<file path="src/rtl/serial_ule4.sv">
// Bit-serial unsigned comparator/subtractor: computes I1 - I0 LSB first through one
// carry flop, then flags LE (I0 <= I1) and EQ (I0 == I1) with a one-cycle VALID pulse.
module serial_ule4 #(
  parameter int N  = 4,
  parameter int CW = ($clog2(N + 1) > 1) ? $clog2(N + 1) : 1
) (
  input  logic         CLK,
  input  logic         RESET,
  input  logic         START,
  input  logic [N-1:0] I0,
  input  logic [N-1:0] I1,
  output logic         READY,
  output logic         VALID,
  output logic [N-1:0] O,
  output logic         LE,
  output logic         EQ
);

  typedef enum logic [1:0] {
    IDLE  = 2'd0,
    SHIFT = 2'd1,
    DONE  = 2'd2
  } state_e;

  state_e        state_q, state_d;
  logic [N-1:0]  a_q, a_d;
  logic [N-1:0]  b_q, b_d;
  logic [N-1:0]  acc_q, acc_d;
  logic [CW-1:0] count_q, count_d;
  logic          carry_q, carry_d;
  logic [N-1:0]  o_q, o_d;
  logic          le_q, le_d;
  logic          eq_q, eq_d;

  logic          sum_bit;
  logic          carry_nxt;
  logic          last_bit;
  logic [N-1:0]  acc_shift;

  // One full-adder slice of A + ~B + 1; the carry out of the top bit is the LE flag.
  assign sum_bit   = a_q[0] ^ ~b_q[0] ^ carry_q;
  assign carry_nxt = (a_q[0] & ~b_q[0]) | (a_q[0] & carry_q) | (~b_q[0] & carry_q);
  assign last_bit  = (count_q == CW'(N - 1));

  generate
    if (N == 1) begin : g_acc_one
      assign acc_shift = sum_bit;
    end else begin : g_acc_wide
      assign acc_shift = {sum_bit, acc_q[N-1:1]};
    end
  endgenerate

  always_ff @(posedge CLK) begin
    if (RESET) begin
      state_q <= IDLE;
      a_q     <= '0;
      b_q     <= '0;
      acc_q   <= '0;
      count_q <= '0;
      carry_q <= 1'b1;
      o_q     <= '0;
      le_q    <= 1'b0;
      eq_q    <= 1'b0;
    end else begin
      state_q <= state_d;
      a_q     <= a_d;
      b_q     <= b_d;
      acc_q   <= acc_d;
      count_q <= count_d;
      carry_q <= carry_d;
      o_q     <= o_d;
      le_q    <= le_d;
      eq_q    <= eq_d;
    end
  end

  always_comb begin
    state_d = state_q;
    case (state_q)
      IDLE:    if (START) state_d = SHIFT;
      SHIFT:   if (last_bit) state_d = DONE;
      DONE:    state_d = IDLE;
      default: state_d = IDLE;
    endcase
  end

  // Result registers load on the final shift edge so they are already valid while VALID is high.
  always_comb begin
    a_d     = a_q;
    b_d     = b_q;
    acc_d   = acc_q;
    count_d = count_q;
    carry_d = carry_q;
    o_d     = o_q;
    le_d    = le_q;
    eq_d    = eq_q;
    case (state_q)
      IDLE: begin
        if (START) begin
          a_d     = I1;
          b_d     = I0;
          acc_d   = '0;
          count_d = '0;
          carry_d = 1'b1;
        end
      end
      SHIFT: begin
        a_d     = a_q >> 1;
        b_d     = b_q >> 1;
        acc_d   = acc_shift;
        carry_d = carry_nxt;
        count_d = count_q + CW'(1);
        if (last_bit) begin
          o_d  = acc_shift;
          le_d = carry_nxt;
          eq_d = (acc_shift == '0);
        end
      end
      default: ;
    endcase
  end

  always_comb begin
    READY = (state_q == IDLE);
    VALID = (state_q == DONE);
    O     = o_q;
    LE    = le_q;
    EQ    = eq_q;
  end

endmodule
</file>
<file path="config.mk">
export PLATFORM = sky130hd
export DESIGN_NAME = serial_ule4
export DESIGN_NICKNAME = d
export VERILOG_FILES = /design/src/rtl/serial_ule4.sv
export SDC_FILE = /design/constraint.sdc
export NUM_CORES = 1
export LEC_CHECK = 0
export BUFFER_PORTS_ARGS = -buffer_cell sky130_fd_sc_hd__buf_2
export CAP_MARGIN = 5
export CORE_ASPECT_RATIO = 1.2
export CORE_MARGIN = 10
export CORE_UTILIZATION = 56
export CTS_CLUSTER_DIAMETER = 60
export CTS_CLUSTER_SIZE = 8
export DETAILED_ROUTE_END_ITERATION = 10
export PLACE_DENSITY = 0.81
export SETUP_SLACK_MARGIN = 0.1
export SLEW_MARGIN = 20
export SYNTH_ARGS = -nofsm -noshare
export SYNTH_HDL_FRONTEND = slang
export SYNTH_SLANG_ARGS = --single-unit
</file>
<file path="constraint.sdc">
create_clock -name CLK -period 3.6 [get_ports CLK]
set_input_delay 0.18 -clock CLK [delete_from_list [all_inputs] [get_ports CLK]]
set_output_delay 0.18 -clock CLK [all_outputs]
set_load 0.05 [all_outputs]
</file>
* Word-level counts from Yosys, hierarchy flattened
Index checks and enable logic that the tools add are counted.
W data, S select, Z words.
** Cells by class
- Shifts and indexed selects :: 0
- Equality and inequality tests :: 5
- Add/sub/neg operators :: 1
- Reduce and logical (&&, ||, !) cells :: 6
- Bitwise gates (word level) :: 8
- Muxes and demuxes :: 13
- Div/mod/pow operators :: 0
- Multipliers :: 0
- Magnitude comparators :: 0
** Operator list (count)
- $pmux W4 S2 :: 3
- $mux W4 :: 3
- $pmux W3 S2 :: 1
- $reduce_and A2 Y1 :: 3
- $logic_not A4 Y1 :: 1
- $mux W2 :: 2
- $ne A2 B2 Y1 const B :: 2
- $pmux W2 S2 :: 1
- $add A3 B1 Y3 const B :: 1
- $and A1 B1 Y1 :: 3
- $eq A3 B2 Y1 const B :: 1
- $mux W3 :: 1
- $eq A2 B1 Y1 const B :: 1
- $eq A2 B2 Y1 const B :: 1
- $logic_not A2 Y1 :: 1
- $or A1 B1 Y1 :: 2
- $pmux W1 S2 :: 1
- $reduce_bool A2 Y1 :: 1
- $xor A1 B1 Y1 :: 2
- $mux W1 :: 1
- $not A1 Y1 :: 1
** Storage, ports and cells
- Bits in registers :: 24
- Bits in writable memories :: 0
- Word-level logic and storage cells :: 42
- Output and inout port bits :: 8
- Input bits :: 11
- Latch bits :: 0
- Memories kept :: 0
- ROM bits :: 0

* Longest topological paths before layout
- Word-level depth :: 5
- Depth in mapped cells :: 6
- Depth with buffers taken out :: 5

* Least setup slack after synthesis
Ideal clock, no wire load.
- Path type :: reg2reg
- Start point :: register a_q[0]
- End point :: register eq_q (netlist: EQ)
- Path buffers :: 0
- Data arrival time :: 1.341 ns
- Cell stages (with the launch flop) :: 6
- Clock period less this slack :: 1.406 ns
- Required time :: 3.535 ns
- Slack :: 2.194 ns
- Library setup time :: 0.065 ns
- Cells stage by stage :: dfxtp_1 -> inv_1 -> fa_1 -> nor4b_1 -> mux2i_1 -> nor2_1
** On the way
- Cells in the longest elaborated chain, start to end :: 3
** RTL lines
- start, declared :: line 26 : logic [N-1:0] a_q, a_d;
- start signal, assigned :: line 56 : a_q <= '0;
- start signal, assigned :: line 66 : a_q <= a_d;
- $xor A1 B1 Y1 (2 in a row) :: line 41 : assign sum_bit = a_q[0] ^ ~b_q[0] ^ carry_q;
- $logic_not A4 Y1 :: line 116 : eq_d = (acc_shift == '0);
- end signal, assigned :: line 73 : eq_q <= eq_d;
- end, declared :: line 33 : logic eq_q, eq_d;
Every way passes these cells.
A chain may end at the register's enable or synchronous reset.

* Worst setup path in the final report
Same ends and word-level chain as after synthesis.

==> flow_summary.yaml <==
outcome:
  status: "complete, no violations"
grt:
  grt_antenna_before_repair: 0
  overflow: 0
  grt_usage_pct: 10.76
  grt_max_degree: 24
  grt_pass1_vias: 760
  grt_pass1_wl_um: 3353
floorplanning:
  ioPinCount: 19
  coreArea_um2: 1662
  die_x_um: 58.60
  initial_core_util_pct: 60.24
  die_h_um: 66.32
  core.rowCount: 16
  design.die.area_um2: 3886
placement:
  place_area_um2: 1056
  dp_hpwl_um: 1391
  dp.cells: 130
  port_buffers: 18
  place_congestion: 0.7768
  post-place-ws_ns: 2.086
detailed_routing:
  wl_per_cell_um: 14.64
  via_per_inst: 5.649
  first_pass_iters: 4
  routed_wl_um: 1962
  drt_iter0_drc: 16
  vias: 757
  ant_nets: 0
  drc: 0
power:
  finalPower_mw: 0.4470
  p_leak_nw: 0.4596
  ir_drop_v: 0.0002185
  powerDensity_nw_per_um2: 412.6
yosys:
  synthCells: 101
  synth_cell_type_count: 28
  synth-seq-cells: 23
  ys_async_sr_fraction_pct: 0
  yosys_warnings: 0
  synth_area_per_cell_um2: 9.910
  synth-seq-area-share_pct: 46.00
  synth_fp_nets: 115
  ys.flop_type: "dfxtp_1"
  synth_edf_count: 0
  syn-cell-area_um2: 1001
sta:
  drv_slew: 0
  max_freq_mhz: 662.0
  finalClockSkew_ns: 0.01352
  timing.hold.ws_ns: 0.1343
  final-setup-viol-count: 0
  tightest_slew_ns: 0.4316
  fin_setup_tns_ns: 0
  finalHoldViolations: 0
  post-route-period-util_pct: 41.96
  finalCriticalPeriod_ns: 1.510
  fin_ws_ns: 2.090
  max-slew-margin-rel_pct: 71.21
  rsz0062_at_grt: "false"
clock_network:
  postCtsHoldBufs: 0
  cts-root-buf: "clkbuf_4"
  clkSinkCount: 23
  worstSkewPairLatency_ns: 0.31
  clk_path_buf_depth: 2
  cts_buffers: 3
  cts_tree: "yes"
  cts_resized: 0
  htree_levels: 1
  path_clk_slew_ns: 0.13
  post-cts-setup-buffer-count: 0
critical_path:
  crit_chain: "inv_1 -> fa_1 -> nor4b_1 -> mux2i_1 -> nor2_1"
  cp.depth: 5
  worst-path-buf-inv: 1
  criticalPathCategory: "reg -> reg"
  cp-start-kind: "flop"
  rr_worst_depth: 5
  critPathCaptureType: "flop"
  critical-path-max-stage-delay_ns: 0.60
  crit_arrival_ns: 1.77
  critical-path-top-delay-family: "adder cells"
  crit_path_max_fanout: 3
  cp_slowest_cell: "fa_1"
  cp.required_ns: 3.86
cells_and_area:
  regArea_um2: 460.4
  drive_above_1_share_pct: 26.72
  layout.nets: 131
  diodes: 0
  multi_input_area_um2: 449.2
  fin_area_um2: 1084
  synthToLayoutAreaGrowth_pct: 8.250
  postLayoutCoreUtil_pct: 65.21
  fillers: 142
  layout.cells.non_filler: 134
worst_hold_path:
  hp-class: "in -> reg"
  hold_depth: 2
run:
  drv_cap: 0
## registers in the layout, indices dropped and copies added (netlist names)
register  flops
EQ            1
LE            1
acc_q         3
count_q       3
a_q           4
carry_q       1
b_q           4
state_q       2
O             4
## cell type report
type,count,share of cell area (%)
sequential,23,42.49
multi-input combinational,62,41.45
timing repair buffer,18,8.314
inverter,9,3.118
clock buffer,3,2.079
tap,18,2.079
clock inverter,1,0.4619
## kinds of logic after synthesis
kind of cell | synth area share (%)
flip-flops | 46.00
AO/OA/AOI/OAI | 20.38
adder cells (fa/ha/maj) | 4.500
multiplexers | 6.000
AND/OR/NAND/NOR | 14.00
buffers and inverters | 9.123
## placed cells by master (no fill, tap or decap)
master	count
dfxtp_1	23
nor2_4	1
a2bb2oi_1	2
a211oi_2	2
buf_2	18
or2_1	1
and2b_1	1
o21a_1	1
o221a_2	5
nand2_1	1
and3b_1	1
nor2b_1	1
a221oi_1	1
a22oi_1	4
inv_1	9
o21bai_2	1
clkinv_2	1
ha_1	2
nor4b_1	1
a21oi_1	6
a32oi_1	2
clkbuf_4	3
fa_1	1
mux2i_1	6
nor2_1	19
nand2b_1	1
nor3_1	2
## path summary, 6_finish.rpt
path / end / startpoint / slack [ns]
min reg2reg: b_q[3]$_SDFFE_PP0P_ / b_q[3]$_SDFFE_PP0P_ / 0.51
max: EQ$_SDFFE_PP0P_ / a_q[0]$_SDFFE_PP0P_ / 2.09
min: b_q[1]$_SDFFE_PP0P_ / I0[1] / 0.13
max reg2reg: EQ$_SDFFE_PP0P_ / a_q[0]$_SDFFE_PP0P_ / 2.09
## layer usage
metal | up-vias | global-route usage, % | part of all wire (%)
li1 | 381 | - | -
met1 | 351 | 12.50 | 48
met2 | 21 | 16.09 | 44
met3 | 4 | 4.423 | 6.4
met4 | 0 | 6.322 | 1.3
met5 | - | 0 | 0
## cells in the mapped netlist (all sizes together), types with 2 or more instances
cell	instances	area [µm²]
dfxtp	23	460.4
a21oi	6	30.03
buf	6	53.79
a22oi	4	30.03
inv	9	33.78
ha	2	25.02
a211oi	2	25.02
a2bb2oi	2	17.52
mux2i	6	60.06
a32oi	2	17.52
nor3	2	10.01
nor2	20	82.58
o221a	5	56.30
## report_power, final
part           switching, mW  total (mW)  leakage, nW  internal, mW
registers            0.00859       0.274        0.188         0.265
clock network         0.0749       0.116       0.0177        0.0414
logic                 0.0314      0.0569        0.254        0.0256
total                  0.115       0.447        0.460         0.332
Note: power is estimated with default switching activity, not from simulation.
